[config.mk]
export PLATFORM = sky130hd
export DESIGN_NAME = coin_acceptor_flat
export DESIGN_NICKNAME = d
export VERILOG_FILES = /design/src/rtl/coin_acceptor_pkg.sv /design/src/rtl/coin_acceptor_if.sv /design/src/rtl/coin_acceptor_sensor_debounce.sv /design/src/rtl/coin_acceptor.sv /design/src/flat_wrapper.sv
export SDC_FILE = /design/constraint.sdc
export NUM_CORES = 1
export LEC_CHECK = 0
export BUFFER_PORTS_ARGS = -buffer_cell sky130_fd_sc_hd__buf_2
export CELL_PAD_IN_SITES_DETAIL_PLACEMENT = 0
export CELL_PAD_IN_SITES_GLOBAL_PLACEMENT = 2
export CORE_MARGIN = 8
export CORE_UTILIZATION = 37
export DETAILED_ROUTE_END_ITERATION = 12
export PLACE_DENSITY = 0.83
export SYNTH_ARGS = -nofsm -noshare
export SYNTH_HDL_FRONTEND = slang
export SYNTH_SLANG_ARGS = --single-unit
[constraint.sdc]
create_clock -name clk -period 2.3 [get_ports clk]
set_clock_uncertainty 0.15 [all_clocks]
set_input_delay 0.46 -clock clk [delete_from_list [all_inputs] [get_ports clk]]
set_output_delay 0.46 -clock clk [all_outputs]
set_load 0.01 [all_outputs]
[src/rtl/coin_acceptor_pkg.sv]
// rtl/coin_acceptor_pkg.sv - shared coin codes, FSM states and classification helper
package coin_acceptor_pkg;

    // Coin codes shared with the vending FSM
    localparam logic COIN_NICKEL = 1'b1;
    localparam logic COIN_DIME   = 1'b0;

    // Default parameter values
    localparam int DEF_DEBOUNCE   = 4;
    localparam int DEF_CNT_W      = 8;
    localparam int DEF_NICKEL_MIN = 10;
    localparam int DEF_NICKEL_MAX = 20;
    localparam int DEF_DIME_MIN   = 30;
    localparam int DEF_DIME_MAX   = 50;

    typedef enum logic [1:0] {
        IDLE     = 2'd0,
        MEASURE  = 2'd1,
        CLASSIFY = 2'd2
    } state_t;

    typedef enum logic [1:0] {
        CLS_REJECT = 2'd0,
        CLS_NICKEL = 2'd1,
        CLS_DIME   = 2'd2
    } coin_class_t;

    // Map a measured width onto a coin class; a saturated counter is never a coin
    function automatic coin_class_t classify_width(
        input logic [31:0] w,
        input logic        saturated,
        input logic [31:0] nickel_min,
        input logic [31:0] nickel_max,
        input logic [31:0] dime_min,
        input logic [31:0] dime_max
    );
        coin_class_t cls;
        cls = CLS_REJECT;
        if (!saturated) begin
            if (w >= nickel_min && w <= nickel_max) begin
                cls = CLS_NICKEL;
            end else if (w >= dime_min && w <= dime_max) begin
                cls = CLS_DIME;
            end
        end
        return cls;
    endfunction

endpackage

[src/rtl/coin_acceptor_if.sv]
// rtl/coin_acceptor_if.sv - single-entry coin valid/ready handshake
interface coin_acceptor_if;
    import coin_acceptor_pkg::*;

    logic io_coin_valid;
    logic io_coin;
    logic io_coin_ready;

    modport master (
        output io_coin_valid,
        output io_coin,
        input  io_coin_ready
    );

    modport slave (
        input  io_coin_valid,
        input  io_coin,
        output io_coin_ready
    );

endinterface

[src/rtl/coin_acceptor_sensor_debounce.sv]
// rtl/coin_acceptor_sensor_debounce.sv - two-flop synchronizer and stability-count debouncer
module sensor_debounce
    import coin_acceptor_pkg::*;
#(
    parameter int DEBOUNCE = DEF_DEBOUNCE
) (
    input  logic clk,
    input  logic reset,
    input  logic sensor,
    output logic d
);

    localparam int DB_W = (DEBOUNCE < 2) ? 1 : $clog2(DEBOUNCE + 1);
    localparam logic [DB_W-1:0] DB_LAST = DB_W'(DEBOUNCE - 1);

    logic            sync_1;
    logic            s;
    logic [DB_W-1:0] stable_cnt;

    // Bring the raw chute sensor into the clock domain
    always_ff @(posedge clk or negedge reset) begin
        if (!reset) begin
            sync_1 <= 1'b0;
            s      <= 1'b0;
        end else begin
            sync_1 <= sensor;
            s      <= sync_1;
        end
    end

    // Flip d only after DEBOUNCE consecutive samples disagree with it
    always_ff @(posedge clk or negedge reset) begin
        if (!reset) begin
            d          <= 1'b0;
            stable_cnt <= '0;
        end else if (s != d) begin
            if (stable_cnt == DB_LAST) begin
                d          <= s;
                stable_cnt <= '0;
            end else begin
                stable_cnt <= stable_cnt + 1'b1;
            end
        end else begin
            stable_cnt <= '0;
        end
    end

endmodule

[src/rtl/coin_acceptor.sv]
// rtl/coin_acceptor.sv - coin pulse measurement, classification and one-entry holding slot
module coin_acceptor
    import coin_acceptor_pkg::*;
#(
    parameter int DEBOUNCE   = DEF_DEBOUNCE,
    parameter int CNT_W      = DEF_CNT_W,
    parameter int NICKEL_MIN = DEF_NICKEL_MIN,
    parameter int NICKEL_MAX = DEF_NICKEL_MAX,
    parameter int DIME_MIN   = DEF_DIME_MIN,
    parameter int DIME_MAX   = DEF_DIME_MAX
) (
    input  logic              clk,
    input  logic              reset,
    input  logic              io_sensor,
    coin_acceptor_if.master   coin_if,
    output logic              io_reject,
    output logic              io_overrun,
    output logic [CNT_W-1:0]  io_width
);

    localparam logic [CNT_W-1:0] W_SAT = {CNT_W{1'b1}};

    logic             d;
    state_t           state;
    logic [CNT_W-1:0] width;
    coin_class_t      cls;
    logic             drain;

    sensor_debounce #(
        .DEBOUNCE (DEBOUNCE)
    ) u_debounce (
        .clk    (clk),
        .reset  (reset),
        .sensor (io_sensor),
        .d      (d)
    );

    // Classify the held measurement and detect a slot drain this cycle
    always_comb begin
        cls   = classify_width(32'(width), (width == W_SAT),
                               32'(NICKEL_MIN), 32'(NICKEL_MAX),
                               32'(DIME_MIN), 32'(DIME_MAX));
        drain = coin_if.io_coin_valid && coin_if.io_coin_ready;
    end

    // Measurement FSM with the holding slot and all registered outputs
    always_ff @(posedge clk or negedge reset) begin
        if (!reset) begin
            state                 <= IDLE;
            width                 <= '0;
            io_width              <= '0;
            io_reject             <= 1'b0;
            io_overrun            <= 1'b0;
            coin_if.io_coin_valid <= 1'b0;
            coin_if.io_coin       <= 1'b0;
        end else begin
            io_reject  <= 1'b0;
            io_overrun <= 1'b0;
            if (drain) begin
                coin_if.io_coin_valid <= 1'b0;
            end
            case (state)
                IDLE: begin
                    if (d) begin
                        width <= {{(CNT_W-1){1'b0}}, 1'b1};
                        state <= MEASURE;
                    end
                end
                MEASURE: begin
                    if (!d) begin
                        state <= CLASSIFY;
                    end else if (width != W_SAT) begin
                        width <= width + 1'b1;
                    end
                end
                CLASSIFY: begin
                    state    <= IDLE;
                    io_width <= width;
                    if (cls == CLS_REJECT) begin
                        io_reject <= 1'b1;
                    end else if (!coin_if.io_coin_valid || drain) begin
                        // A new coin overrides the drain so the slot stays full
                        coin_if.io_coin_valid <= 1'b1;
                        coin_if.io_coin       <= (cls == CLS_NICKEL) ? COIN_NICKEL : COIN_DIME;
                    end else begin
                        io_overrun <= 1'b1;
                    end
                end
                default: begin
                    state <= IDLE;
                end
            endcase
        end
    end

endmodule

[src/flat_wrapper.sv]
// flat-port wrapper written by rule: the top's interface ports become plain ports
module coin_acceptor_flat import coin_acceptor_pkg::*;
#(
    parameter int DEBOUNCE   = DEF_DEBOUNCE,
    parameter int CNT_W      = DEF_CNT_W,
    parameter int NICKEL_MIN = DEF_NICKEL_MIN,
    parameter int NICKEL_MAX = DEF_NICKEL_MAX,
    parameter int DIME_MIN   = DEF_DIME_MIN,
    parameter int DIME_MAX   = DEF_DIME_MAX
)
  (clk, reset, io_sensor, io_reject, io_overrun, io_width, coin_if_io_coin_valid, coin_if_io_coin, coin_if_io_coin_ready);
  coin_acceptor_if coin_if_i ();
  input  logic clk;
  input  logic reset;
  input  logic io_sensor;
  output logic io_reject;
  output logic io_overrun;
  output logic [CNT_W-1:0] io_width;
  output wire logic [$bits(coin_if_i.io_coin_valid)-1:0] coin_if_io_coin_valid;
  output wire logic [$bits(coin_if_i.io_coin)-1:0] coin_if_io_coin;
  input wire logic [$bits(coin_if_i.io_coin_ready)-1:0] coin_if_io_coin_ready;
  assign coin_if_io_coin_valid = coin_if_i.io_coin_valid;
  assign coin_if_io_coin = coin_if_i.io_coin;
  assign coin_if_i.io_coin_ready = coin_if_io_coin_ready;
  coin_acceptor #(.DEBOUNCE(DEBOUNCE), .CNT_W(CNT_W), .NICKEL_MIN(NICKEL_MIN), .NICKEL_MAX(NICKEL_MAX), .DIME_MIN(DIME_MIN), .DIME_MAX(DIME_MAX)) u_core (.clk(clk), .reset(reset), .io_sensor(io_sensor), .coin_if(coin_if_i), .io_reject(io_reject), .io_overrun(io_overrun), .io_width(io_width));
endmodule
==> impl_metrics.ini <==
[floorplan]
fp.dieH_um = 74.8
row_count = 21
die_x_um = 74.8
io-pin-count = 16
start_util = 0.383
coreArea_um2 = 3340
die-area_um2 = 5590

[placed_design]
dp_hpwl_um = 1740
gp_congestion = 0.875
io_buffers = 15

[layout]
area_growth_pct = 12.8
nNetsFinal = 135
fill_cells = 315
drive_gt1_frac = 0.236
layout_commonest_cell = dfrtp_1
final_util = 0.432
num_antenna_cells = 0
mostFrequentLayoutCells = dfrtp_1, buf_2, nand2_1, a21oi_1, mux2_2

[job]
drv_cap = 0

[sta]
fin_hold_ws_ns = 0.0782
slew_headroom = 0.581
timing.final.crit_share = 0.818
period_needed_ns = 1.88
tns_ns = 0
max_clock_freq_mhz = 531
rsz0062_at_grt = false
hold_viol = 0
finalSetupViolations = 0
slew_violations = 0
tightest_slew_ns = 0.628

[yosys]
avgSynthCellArea_um2 = 11.4
ys_seq_area_frac = 0.548
synth_cell_types = 36
synthesis.area_um2 = 1280
synth_edf_count = 0
async_reset_ff_frac = 1.00
syn_nets = 119
synthFlopType = dfrtp_1
synth-seq-cells = 28
synthCells = 112
yosysWarnings = 0

[power_and_ir_drop]
swShare = 0.336
ir_worst_vdd_mv = 0.261
p_leak_nw = 0.672
p_switching_mw = 0.483
powerDensity_nw_per_um2 = 998
sequentialPowerShare = 0.487
power_frac_clock = 0.223
internal_power_mw = 0.957
p_comb_frac = 0.290

[global_route]
antenna_found_initial = 0
grt_pass1_wl_um = 3970
grt_overflow_total = 0
grt_max_degree = 29
grt_pass1_vias = 842
grtUsageTotal = 0.0914

[setup_path]
crit_buf_inv = 0
startpoint_type = flip-flop
worstSetupEndpoint = u_core.coin_if.io_coin$_DFFE_PN0P_
worst_r2r_endpoint = u_core.coin_if.io_coin$_DFFE_PN0P_
cp.required_ns = 2.39
r2r_setup_slack_ns = 0.42
worstSetupPathType = reg2reg
crit_fanout = 7
r2r_start = u_core.width[6]$_DFFE_PN0P_
cp_slowest_cell = or4b_4
path_depth = 4
endpoint_kind = flip-flop
cpLargestDelayFamily = simple AND/OR/NAND/NOR gates
ff2ff_path_depth = 4
slowest_delay_ns = 0.58
path_cells = or4b_4 -> nor2b_2 -> mux2_1 -> a21o_1
crit_start = u_core.width[6]$_DFFE_PN0P_
critPathArrivalTime_ns = 1.97

[detailed_routing]
drc = 0
vias = 910
routed_via_density = 5.26
drt_first_pass_iters = 4
final_antenna_net_count = 0
drt-initial-drc-count = 56
wl_per_cell_um = 13.5
wl_um = 2340

[run_status]
status = completed

[clock_tree]
cts_buffers = 3
cts.htree.levels = 1
path_clk_slew_ns = 0.15
cts-root-buf = clkbuf_4
clock-sinks = 28
cts_buffer_depth = 2
cts_setup_buffers = 0
clk_latency_ns = 0.33
cts_tree = built

[hold_path]
hold_path.startpoint = io_sensor
min-delay-path-class = in2reg
==> per-layer routing <==
layer,vias to the layer above,GRT usage,part of all wire
met1,448,0.115,0.48
met2,25,0.143,0.44
met3,2,0.0253,0.072
met5,-,0,0
met4,0,0.0391,0.0094
li1,435,-,-
==> through the flow <==
step / std cells / cell area, um2 / power (mW) / setup WS [ns]
global placement: 168 / 1380 / 1.14 / 0.459
global route: 173 / 1440 / 1.56 / 0.346
CTS: 173 / 1440 / 1.46 / 0.419
floorplan: 112 / 1280 / 1.02 / 0.507
finish: 173 / 1440 / 1.44 / 0.418
detailed placement: 168 / 1380 / 1.13 / 0.440
==> state kept, by name (all words and copies together), names as in the netlist <==
name                          count
u_core.u_debounce.s               1
u_core.coin_if.io_coin            1
u_core.io_overrun                 1
u_core.u_debounce.sync_1          1
u_core.width                      8
u_core.coin_if.io_coin_valid      1
u_core.state                      2
u_core.u_debounce.stable_cnt      3
u_core.io_width                   8
u_core.u_debounce.d               1
u_core.io_reject                  1
==> power by group through the flow <==
| stage | clock network [mW] | registers [mW] | logic (mW) |
|---|---|---|---|
| 6_report | 0.321 | 0.702 | 0.418 |
| 5_1_grt | 0.351 | 0.720 | 0.487 |
| 4_1_cts | 0.332 | 0.700 | 0.425 |
| 3_5_place_dp | 0 | 0.711 | 0.423 |
| 3_3_place_gp | 0 | 0.707 | 0.429 |
| 2_1_floorplan | 0 | 0.688 | 0.328 |
==> how the worst min path moves through the flow <==
stage / cells after the start / endpoint / slack [ns]
after floorplan: 0 / u_core.coin_if.io_coin$_DFFE_PN0P_ / 0.01
after global placement: 0 / u_core.u_debounce.s$_DFF_PN0_ / 0.18
after detailed placement: 0 / u_core.u_debounce.s$_DFF_PN0_ / 0.19
after CTS: 1 / u_core.u_debounce.sync_1$_DFF_PN0_ / 0.06
after global routing: 1 / u_core.u_debounce.sync_1$_DFF_PN0_ / 0.05
final: 1 / u_core.u_debounce.sync_1$_DFF_PN0_ / 0.08
==> final cells by class <==
class,count,area (um2),area share
Sequential cell,28,701,0.486
Multi-Input combinational cell,74,528,0.366
Timing Repair Buffer,16,85.1,0.0590
Tap cell,46,57.6,0.0399
Clock inverter,1,30.0,0.0208
Clock buffer,3,22.5,0.0156
Inverter,5,18.8,0.0130
==> what timing repair did <==
item / CTS / global route
gates resized for setup: 0 / 0
hold buffers: 1 / 0
endpoints found under the hold margin: 28 / 0
setup endpoints to repair: 0 / 0
==> Yosys cell counts (3+ instances only) <==
master | n | area (um2)
mux2_2 | 7 | 78.8
o21ai_0 | 6 | 30.0
a21oi_1 | 9 | 45.0
dfrtp_1 | 28 | 701
nand2b_1 | 4 | 25.0
ha_1 | 3 | 37.5
nand2_1 | 9 | 33.8
nor3_1 | 4 | 20.0
a31oi_1 | 3 | 18.8
o31ai_1 | 3 | 22.5
inv_1 | 4 | 15.0
buf_2 | 4 | 20.0
==> cells by family (layout without fill, tap and decap cells) <==
kind of cell    after synthesis  count (layout)  synth area share
simple gates                 32              32             0.148
compound gates               29              29             0.151
flops                        28              28             0.548
buf+inv                      10              25            0.0391
mux                           9               9            0.0783
fa+ha+maj                     3               3            0.0294
xor+xnor                      1               1           0.00685
(Power assumes the default switching activity.)
